File: src/rtl/i2c_txn_arbiter_if.sv
// Requester-side and engine-side signals of the I2C transaction arbiter.
// The master modport is the arbiter itself; slave is the requesters plus the engine.
interface i2c_txn_arbiter_if #(
    parameter int unsigned NREQ = 2
) ();
    logic [NREQ-1:0]   req;
    logic [7*NREQ-1:0] req_addr;
    logic [NREQ-1:0]   req_rw;
    logic [6*NREQ-1:0] req_len;
    logic [8*NREQ-1:0] wr_data;
    logic [NREQ-1:0]   grant;
    logic [NREQ-1:0]   wr_pop;
    logic [7:0]        rd_data;
    logic [NREQ-1:0]   rd_valid;
    logic [NREQ-1:0]   done;
    logic              nack;
    logic [2:0]        eng_cmd;
    logic [7:0]        eng_wdata;
    logic              eng_valid;
    logic              eng_ready;
    logic              eng_done;
    logic [7:0]        eng_rdata;
    logic              eng_nack;

    modport master (
        input  req, req_addr, req_rw, req_len, wr_data,
        input  eng_ready, eng_done, eng_rdata, eng_nack,
        output grant, wr_pop, rd_data, rd_valid, done, nack,
        output eng_cmd, eng_wdata, eng_valid
    );

    modport slave (
        output req, req_addr, req_rw, req_len, wr_data,
        output eng_ready, eng_done, eng_rdata, eng_nack,
        input  grant, wr_pop, rd_data, rd_valid, done, nack,
        input  eng_cmd, eng_wdata, eng_valid
    );
endinterface

File: src/rtl/i2c_txn_arbiter.sv
// Round-robin arbiter that shares one byte-level I2C engine between NREQ requesters,
// sequencing each grant as START, address, 0..32 data bytes, STOP.
module i2c_txn_arbiter #(
    parameter int unsigned NREQ = 2
) (
    input  logic               clk,
    input  logic               rst,
    i2c_txn_arbiter_if.master  bus
);
    localparam int unsigned IdxW = 2;

    localparam logic [2:0] CmdNone     = 3'd0;
    localparam logic [2:0] CmdStart    = 3'd1;
    localparam logic [2:0] CmdWrite    = 3'd2;
    localparam logic [2:0] CmdReadAck  = 3'd3;
    localparam logic [2:0] CmdReadNack = 3'd4;
    localparam logic [2:0] CmdStop     = 3'd5;

    typedef enum logic [2:0] {StIdle, StStart, StAddr, StWdata, StRdata, StStop, StDone} state_t;

    state_t            state_q;
    logic [NREQ-1:0]   grant_q, rd_valid_q, done_q;
    logic [IdxW-1:0]   last_q, own_q;
    logic [6:0]        addr_q;
    logic              rw_q;
    logic [5:0]        len_q, cnt_q;
    logic              wait_q;       // command accepted, waiting for its eng_done
    logic              nack_q;
    logic [7:0]        rd_data_q, eng_wdata_q;
    logic [2:0]        eng_cmd_q;
    logic              eng_valid_q;

    logic [3:0]        req_ext, rw_ext;
    logic [IdxW-1:0]   cand, win_idx;
    logic              win_found;
    logic [5:0]        raw_len, win_len, cnt_inc;
    logic [7:0]        own_wdata;
    logic              accept;

    assign req_ext   = 4'(bus.req);
    assign rw_ext    = 4'(bus.req_rw);
    assign raw_len   = bus.req_len[6*win_idx +: 6];
    assign win_len   = (raw_len > 6'd32) ? 6'd32 : raw_len;
    assign own_wdata = bus.wr_data[8*own_q +: 8];
    assign accept    = eng_valid_q & bus.eng_ready;
    assign cnt_inc   = cnt_q + 6'd1;

    // Round-robin search starting one past the last owner.
    always_comb begin
        win_found = 1'b0;
        win_idx   = '0;
        cand      = '0;
        for (int unsigned off = 1; off <= NREQ; off++) begin
            cand = IdxW'((32'(last_q) + off) % NREQ);
            if (!win_found && req_ext[cand]) begin
                win_found = 1'b1;
                win_idx   = cand;
            end
        end
    end

    // The write byte is consumed in the cycle the engine accepts its WRITE.
    always_comb begin
        bus.wr_pop = '0;
        if (state_q == StWdata && accept) begin
            bus.wr_pop = grant_q;
        end
    end

    assign bus.grant     = grant_q;
    assign bus.rd_data   = rd_data_q;
    assign bus.rd_valid  = rd_valid_q;
    assign bus.done      = done_q;
    assign bus.nack      = nack_q;
    assign bus.eng_cmd   = eng_cmd_q;
    assign bus.eng_wdata = eng_wdata_q;
    assign bus.eng_valid = eng_valid_q;

    // Transaction sequencer: one command outstanding, next one issued on the previous eng_done.
    always_ff @(posedge clk) begin
        if (rst) begin
            state_q     <= StIdle;
            grant_q     <= '0;
            rd_valid_q  <= '0;
            done_q      <= '0;
            last_q      <= IdxW'(NREQ - 1);
            own_q       <= '0;
            addr_q      <= '0;
            rw_q        <= 1'b0;
            len_q       <= '0;
            cnt_q       <= '0;
            wait_q      <= 1'b0;
            nack_q      <= 1'b0;
            rd_data_q   <= '0;
            eng_wdata_q <= '0;
            eng_cmd_q   <= CmdNone;
            eng_valid_q <= 1'b0;
        end else begin
            rd_valid_q <= '0;
            done_q     <= '0;
            unique case (state_q)
                StIdle: begin
                    if (win_found) begin
                        grant_q     <= NREQ'(1) << win_idx;
                        own_q       <= win_idx;
                        addr_q      <= bus.req_addr[7*win_idx +: 7];
                        rw_q        <= rw_ext[win_idx];
                        len_q       <= win_len;
                        cnt_q       <= '0;
                        nack_q      <= 1'b0;
                        wait_q      <= 1'b0;
                        eng_valid_q <= 1'b1;
                        eng_cmd_q   <= CmdStart;
                        state_q     <= StStart;
                    end
                end
                StDone: begin
                    last_q  <= own_q;
                    grant_q <= '0;
                    state_q <= StIdle;
                end
                default: begin
                    if (eng_valid_q) begin
                        // An eng_done in the accept cycle is deliberately not looked at.
                        if (bus.eng_ready) begin
                            eng_valid_q <= 1'b0;
                            wait_q      <= 1'b1;
                        end
                    end else if (wait_q && bus.eng_done) begin
                        wait_q <= 1'b0;
                        case (state_q)
                            StStart: begin
                                state_q     <= StAddr;
                                eng_valid_q <= 1'b1;
                                eng_cmd_q   <= CmdWrite;
                                eng_wdata_q <= {addr_q, rw_q};
                            end
                            StAddr: begin
                                eng_valid_q <= 1'b1;
                                if (bus.eng_nack || len_q == 6'd0) begin
                                    nack_q    <= bus.eng_nack;
                                    state_q   <= StStop;
                                    eng_cmd_q <= CmdStop;
                                end else if (rw_q) begin
                                    state_q   <= StRdata;
                                    eng_cmd_q <= (len_q == 6'd1) ? CmdReadNack : CmdReadAck;
                                end else begin
                                    state_q     <= StWdata;
                                    eng_cmd_q   <= CmdWrite;
                                    eng_wdata_q <= own_wdata;
                                end
                            end
                            StWdata: begin
                                cnt_q       <= cnt_inc;
                                eng_valid_q <= 1'b1;
                                if (bus.eng_nack || cnt_inc == len_q) begin
                                    nack_q    <= bus.eng_nack;
                                    state_q   <= StStop;
                                    eng_cmd_q <= CmdStop;
                                end else begin
                                    eng_cmd_q   <= CmdWrite;
                                    eng_wdata_q <= own_wdata;
                                end
                            end
                            StRdata: begin
                                rd_data_q   <= bus.eng_rdata;
                                rd_valid_q  <= grant_q;
                                cnt_q       <= cnt_inc;
                                eng_valid_q <= 1'b1;
                                if (cnt_inc == len_q) begin
                                    state_q   <= StStop;
                                    eng_cmd_q <= CmdStop;
                                end else begin
                                    eng_cmd_q <= (cnt_inc == len_q - 6'd1) ? CmdReadNack
                                                                            : CmdReadAck;
                                end
                            end
                            StStop: begin
                                state_q <= StDone;
                                done_q  <= grant_q;
                            end
                            default: state_q <= StIdle;
                        endcase
                    end
                end
            endcase
        end
    end
endmodule

File: src/flat_wrapper.sv
// flat-port wrapper written by rule: the top's interface ports become plain ports
module i2c_txn_arbiter_flat 
#(
    parameter int unsigned NREQ = 2
)
  (clk, rst, bus_req, bus_req_addr, bus_req_rw, bus_req_len, bus_wr_data, bus_eng_ready, bus_eng_done, bus_eng_rdata, bus_eng_nack, bus_grant, bus_wr_pop, bus_rd_data, bus_rd_valid, bus_done, bus_nack, bus_eng_cmd, bus_eng_wdata, bus_eng_valid);
  i2c_txn_arbiter_if #(.NREQ(NREQ)) bus_i ();
  input  logic clk;
  input  logic rst;
  input wire logic [$bits(bus_i.req)-1:0] bus_req;
  input wire logic [$bits(bus_i.req_addr)-1:0] bus_req_addr;
  input wire logic [$bits(bus_i.req_rw)-1:0] bus_req_rw;
  input wire logic [$bits(bus_i.req_len)-1:0] bus_req_len;
  input wire logic [$bits(bus_i.wr_data)-1:0] bus_wr_data;
  input wire logic [$bits(bus_i.eng_ready)-1:0] bus_eng_ready;
  input wire logic [$bits(bus_i.eng_done)-1:0] bus_eng_done;
  input wire logic [$bits(bus_i.eng_rdata)-1:0] bus_eng_rdata;
  input wire logic [$bits(bus_i.eng_nack)-1:0] bus_eng_nack;
  output wire logic [$bits(bus_i.grant)-1:0] bus_grant;
  output wire logic [$bits(bus_i.wr_pop)-1:0] bus_wr_pop;
  output wire logic [$bits(bus_i.rd_data)-1:0] bus_rd_data;
  output wire logic [$bits(bus_i.rd_valid)-1:0] bus_rd_valid;
  output wire logic [$bits(bus_i.done)-1:0] bus_done;
  output wire logic [$bits(bus_i.nack)-1:0] bus_nack;
  output wire logic [$bits(bus_i.eng_cmd)-1:0] bus_eng_cmd;
  output wire logic [$bits(bus_i.eng_wdata)-1:0] bus_eng_wdata;
  output wire logic [$bits(bus_i.eng_valid)-1:0] bus_eng_valid;
  assign bus_i.req = bus_req;
  assign bus_i.req_addr = bus_req_addr;
  assign bus_i.req_rw = bus_req_rw;
  assign bus_i.req_len = bus_req_len;
  assign bus_i.wr_data = bus_wr_data;
  assign bus_i.eng_ready = bus_eng_ready;
  assign bus_i.eng_done = bus_eng_done;
  assign bus_i.eng_rdata = bus_eng_rdata;
  assign bus_i.eng_nack = bus_eng_nack;
  assign bus_grant = bus_i.grant;
  assign bus_wr_pop = bus_i.wr_pop;
  assign bus_rd_data = bus_i.rd_data;
  assign bus_rd_valid = bus_i.rd_valid;
  assign bus_done = bus_i.done;
  assign bus_nack = bus_i.nack;
  assign bus_eng_cmd = bus_i.eng_cmd;
  assign bus_eng_wdata = bus_i.eng_wdata;
  assign bus_eng_valid = bus_i.eng_valid;
  i2c_txn_arbiter #(.NREQ(NREQ)) u_core (.clk(clk), .rst(rst), .bus(bus_i));
endmodule
File: config.mk
export PLATFORM = sky130hd
export DESIGN_NAME = i2c_txn_arbiter_flat
export DESIGN_NICKNAME = d
export VERILOG_FILES = /design/src/rtl/i2c_txn_arbiter_if.sv /design/src/rtl/i2c_txn_arbiter.sv /design/src/flat_wrapper.sv
export SDC_FILE = /design/constraint.sdc
export NUM_CORES = 1
export LEC_CHECK = 0
export CORE_MARGIN = 2
export CORE_UTILIZATION = 48
export DETAILED_ROUTE_END_ITERATION = 8
export PLACE_DENSITY = 0.78
export SETUP_SLACK_MARGIN = 0.05
export SYNTH_ARGS = -nofsm -noshare
export SYNTH_HDL_FRONTEND = slang
export SYNTH_SLANG_ARGS = --single-unit
File: constraint.sdc
create_clock -name clk -period 3.14 [get_ports clk]
set_clock_uncertainty 0.2 [all_clocks]
set_input_delay 0.942 -clock clk [delete_from_list [all_inputs] [get_ports clk]]
set_output_delay 0.942 -clock clk [all_outputs]
set_load 0.005 [all_outputs]
==> results by group <==
Yosys
  • Avg Inst Size Synth: 8.02 um^2
  • Async S/R FF share, synth: 0%
  • Gate Count Post-Synth: 377
  • Synthesized cell area: 3020 um^2
  • Number of enable flip-flop cells after synthesis: 0
  • Syn_nets: 439
  • Synth warn: 0
  • Main synth FF type: dfxtp_1
  • Seq/Total Area, Yosys: 35.1%
  • Ranking of synthesized cells by area: dfxtp_1, a21oi_1, nor2_1, mux2i_1, a211oi_1
  • Yosys cell types: 59
  • Synth top area share: 35.1%
  • Number of synthesized register bits: 53
  • Cell accounting for the most synthesized area: dfxtp_1

Place
  • I/O Buffers: 87
  • DP Wirelength: 5940 um
  • RePlAce Congestion: 0.863
  • Placed cell count: 530
  • Placed inst area: 3990 um^2

Power and ir drop
  • Combinational Power Share: 47.9%
  • Sw power: 1.08 mW
  • PD cells: 629 nW/um^2
  • Maximum vdd ir drop: 452 uV
  • Flop pwr share: 37.1%
  • Int Power: 1.49 mW
  • Switching share of total power: 41.9%
  • Clock power frac: 14.9%
  • Pleak: 1.46 nW

Global route
  • Number of global-route vias before repair: 2,874
  • GRT overflow: 0
  • Largest net degree at the start of global routing: 46
  • Global-route wire length before repair: 13,300 um
  • Initial antenna violation count: 0
  • GRT Overall Usage: 22.7%

Floorplanning
  • Core Area: 5990 um^2
  • Top-level I/O count: 88
  • Die height: 83.4 um
  • Chip width: 83.4 um
  • Num rows: 28
  • Die footprint: 6950 um^2
  • Initial Util: 50.5%

CTS
  • Num Clock Sinks: 53
  • CTS root buf: clkbuf_8
  • Hold-fix buffers at CTS: 0
  • CTS Buf Count: 5
  • Clock transition at path regs: 0.10 ns
  • H-tree depth: 2
  • CTS tree: done
  • Postcts setup bufs: 0
  • Clock buffer depth: 2
  • Worst-Skew Late Latency: 0.30 ns

Min path
  • Hold crit path type: reg2reg
  • Hold path startpoint: u_core.bus.rd_data[2]$_SDFFE_PP0P_
  • Worst Hold Endpoint: u_core.bus.rd_data[2]$_SDFFE_PP0P_
  • Hold path cells: 2

Timing
  • Rel. slew slack: 49.0%
  • Tmin final: 2.89 ns
  • RSZ-0062 raised after global routing: no
  • Slew Viols, Final: 0
  • Max frequency: 0.346 GHz
  • Worst Max-Slew Pin Slew: 0.759 ns
  • Period utilization: 91.9%
  • Setup-failing EPs final: 0
  • Fin. Hold Viols: 0

Final layout
  • FF+latch area: 1060 um^2
  • Final Cell Area: 4080 um^2
  • Antenna cell count: 0
  • Area occupied by multi-input gates: 1840 um^2
  • Fill count: 504
  • Share of layout cells above drive strength 1: 9.29%
  • Most frequent cells in the layout: clkdlybuf4s50_1, dfxtp_1, nor2_1
  • Fin cells: 538
  • Area delta synth->final: 35.0%
  • Nets: 524
  • Most common cell after layout, fill and taps aside: clkdlybuf4s50_1

Setup path
  • WP buf/inv: 2
  • CP endpoint kind: output port
  • R2r worst-path depth: 7
  • CP max stage delay: 0.25 ns
  • Reg2reg setup slack: 0.45 ns
  • Req. time, crit path: 2.00 ns
  • Capturing point of the worst reg2reg path: u_core.state_q[0]$_SDFFE_PP0P_
  • CP cell instances: dlygate4sd2_1, nand2_2, nor2_4, and2_1, dlygate4sd2_1
  • CP dominant cell by count: dlygate4sd2_1
  • Crit Reg-Reg Startpoint: u_core.cnt_q[0]$_SDFFE_PP0P_
  • Critical Path Fanout Max: 2
  • Slowest CP cell: dlygate4sd2_1
  • Critical Path AT: 1.75 ns
  • Crit path kind: in2out
  • Family with the most delay on the worst path: buffers and inverters
  • Critical Path Start Type: input pin

Routing
  • Residual DRC count: 0
  • Iter 0 DRT Violations: 177
  • Avg WL per Cell: 14.5 um
  • 1st-pass router iterations: 4
  • Vias: 3,002
  • DRT antenna net count: 0
  • DR vias/cell: 5.58
  • Final WL: 7810 um

Job
  • Max-cap violations: 0

Outcome
  • Status: finished, final reports clean
==> cell type report <==
| type | count | share of cell area, % |
|---|---|---|
| tap | 75 | 2.30 |
| clock buffer | 7 | 1.87 |
| multi-input combinational | 291 | 45.1 |
| timing repair buffer | 101 | 23.7 |
| sequential | 53 | 26.0 |
| inverter | 10 | 0.919 |
| clock inverter | 1 | 0.184 |
==> state kept, by name, indices dropped and copies added, names as in the netlist <==
register / flops
u_core.bus.rd_valid: 2
u_core.bus.eng_wdata: 8
u_core.cnt_q: 6
u_core.addr_q: 7
u_core.own_q: 1
u_core.wait_q: 1
u_core.bus.nack: 1
u_core.state_q: 3
u_core.len_q: 6
u_core.bus.done: 2
u_core.rw_q: 1
u_core.bus.eng_cmd: 3
u_core.bus.grant: 2
u_core.bus.eng_valid: 1
u_core.bus.rd_data: 8
u_core.last_q: 1
==> what timing repair did <==
action,CTS,global route
gates resized for setup,6,0
endpoints found under the setup margin,2,0
endpoints found under the hold margin,0,0
==> per-stage QoR <==
stage | setup slack, ns | hold slack, ns | total power [mW] | setup TNS, ns | utilization (%)
global placement | -0.321 | 0.244 | 2.16 | -0.642 | 66.6
finish | 0.253 | 0.264 | 2.57 | 0 | 68.1
CTS | 0.244 | 0.264 | 2.56 | 0 | 68.1
floorplan | 0.644 | 0.253 | 1.80 | 0 | -
detailed placement | -0.328 | 0.249 | 2.18 | -0.657 | 66.6
global route | 0.207 | 0.291 | 2.76 | 0 | 68.1
==> worst max path at each step <==
stage / from / endpoint / slack (ns) / cells after the start
global route: bus_eng_ready / bus_wr_pop[0] / 0.21 / 5
CTS: bus_eng_ready / bus_wr_pop[0] / 0.24 / 5
detailed placement: bus_eng_ready / bus_wr_pop[1] / -0.33 / 5
global placement: bus_eng_ready / bus_wr_pop[0] / -0.32 / 5
finish: bus_eng_ready / bus_wr_pop[0] / 0.25 / 5
floorplan: bus_eng_done / u_core.cnt_q[2]$_SDFFE_PP0P_ / 0.64 / 6
==> cell families (layout without fill, tap and decap cells) <==
group	Yosys count	after routing	synth area share, %
mux	17	17	5.63
simple gates	138	138	22.6
flops	53	53	35.1
buf+inv	33	119	4.63
fa+ha+maj	3	3	1.24
xor+xnor	12	12	3.48
compound gates	121	121	27.3
==> worst register-to-register path, cell delays in order, from the launching register on <==
cell and delay [ns]:
dfxtp_1 0.48, ha_1 0.35, xor2_1 0.28, nor2_1 0.09
o32ai_1 0.42, nand2_1 0.25, a2111o_1 0.41, o211a_1 0.12
==> power by group through the flow <==
stage	clock network [mW]	logic [mW]	registers, mW
2_1_floorplan	0	0.902	0.894
3_3_place_gp	0	1.20	0.961
3_5_place_dp	0	1.21	0.967
4_1_cts	0.387	1.22	0.952
5_1_grt	0.413	1.37	0.968
6_report	0.383	1.23	0.953
==> synthesized netlist by cell type (all sizes together), types with 4 or more instances <==
library cell / instances
dfxtp: 53
nor2: 46
a21oi: 44
nand2: 34
o21ai: 22
a211oi: 19
clkbuf: 17
mux2i: 17
or3: 14
inv: 10
a31oi: 7
nor3: 7
xnor2: 7
buf: 6
and2: 5
nor3b: 5
xor2: 5
and3: 4
nand3: 4
==> layer usage <==
| metal | part of all wire (%) | vias up | GRT usage (%) |
|---|---|---|---|
| li1 | - | 1539 | - |
| met1 | 44 | 1365 | 29.4 |
| met2 | 48 | 89 | 38.2 |
| met3 | 6.5 | 9 | 4.27 |
| met4 | 1.2 | 0 | 6.71 |
| met5 | 0 | - | 0 |
No activity file was read; power rests on OpenSTA's default activity.
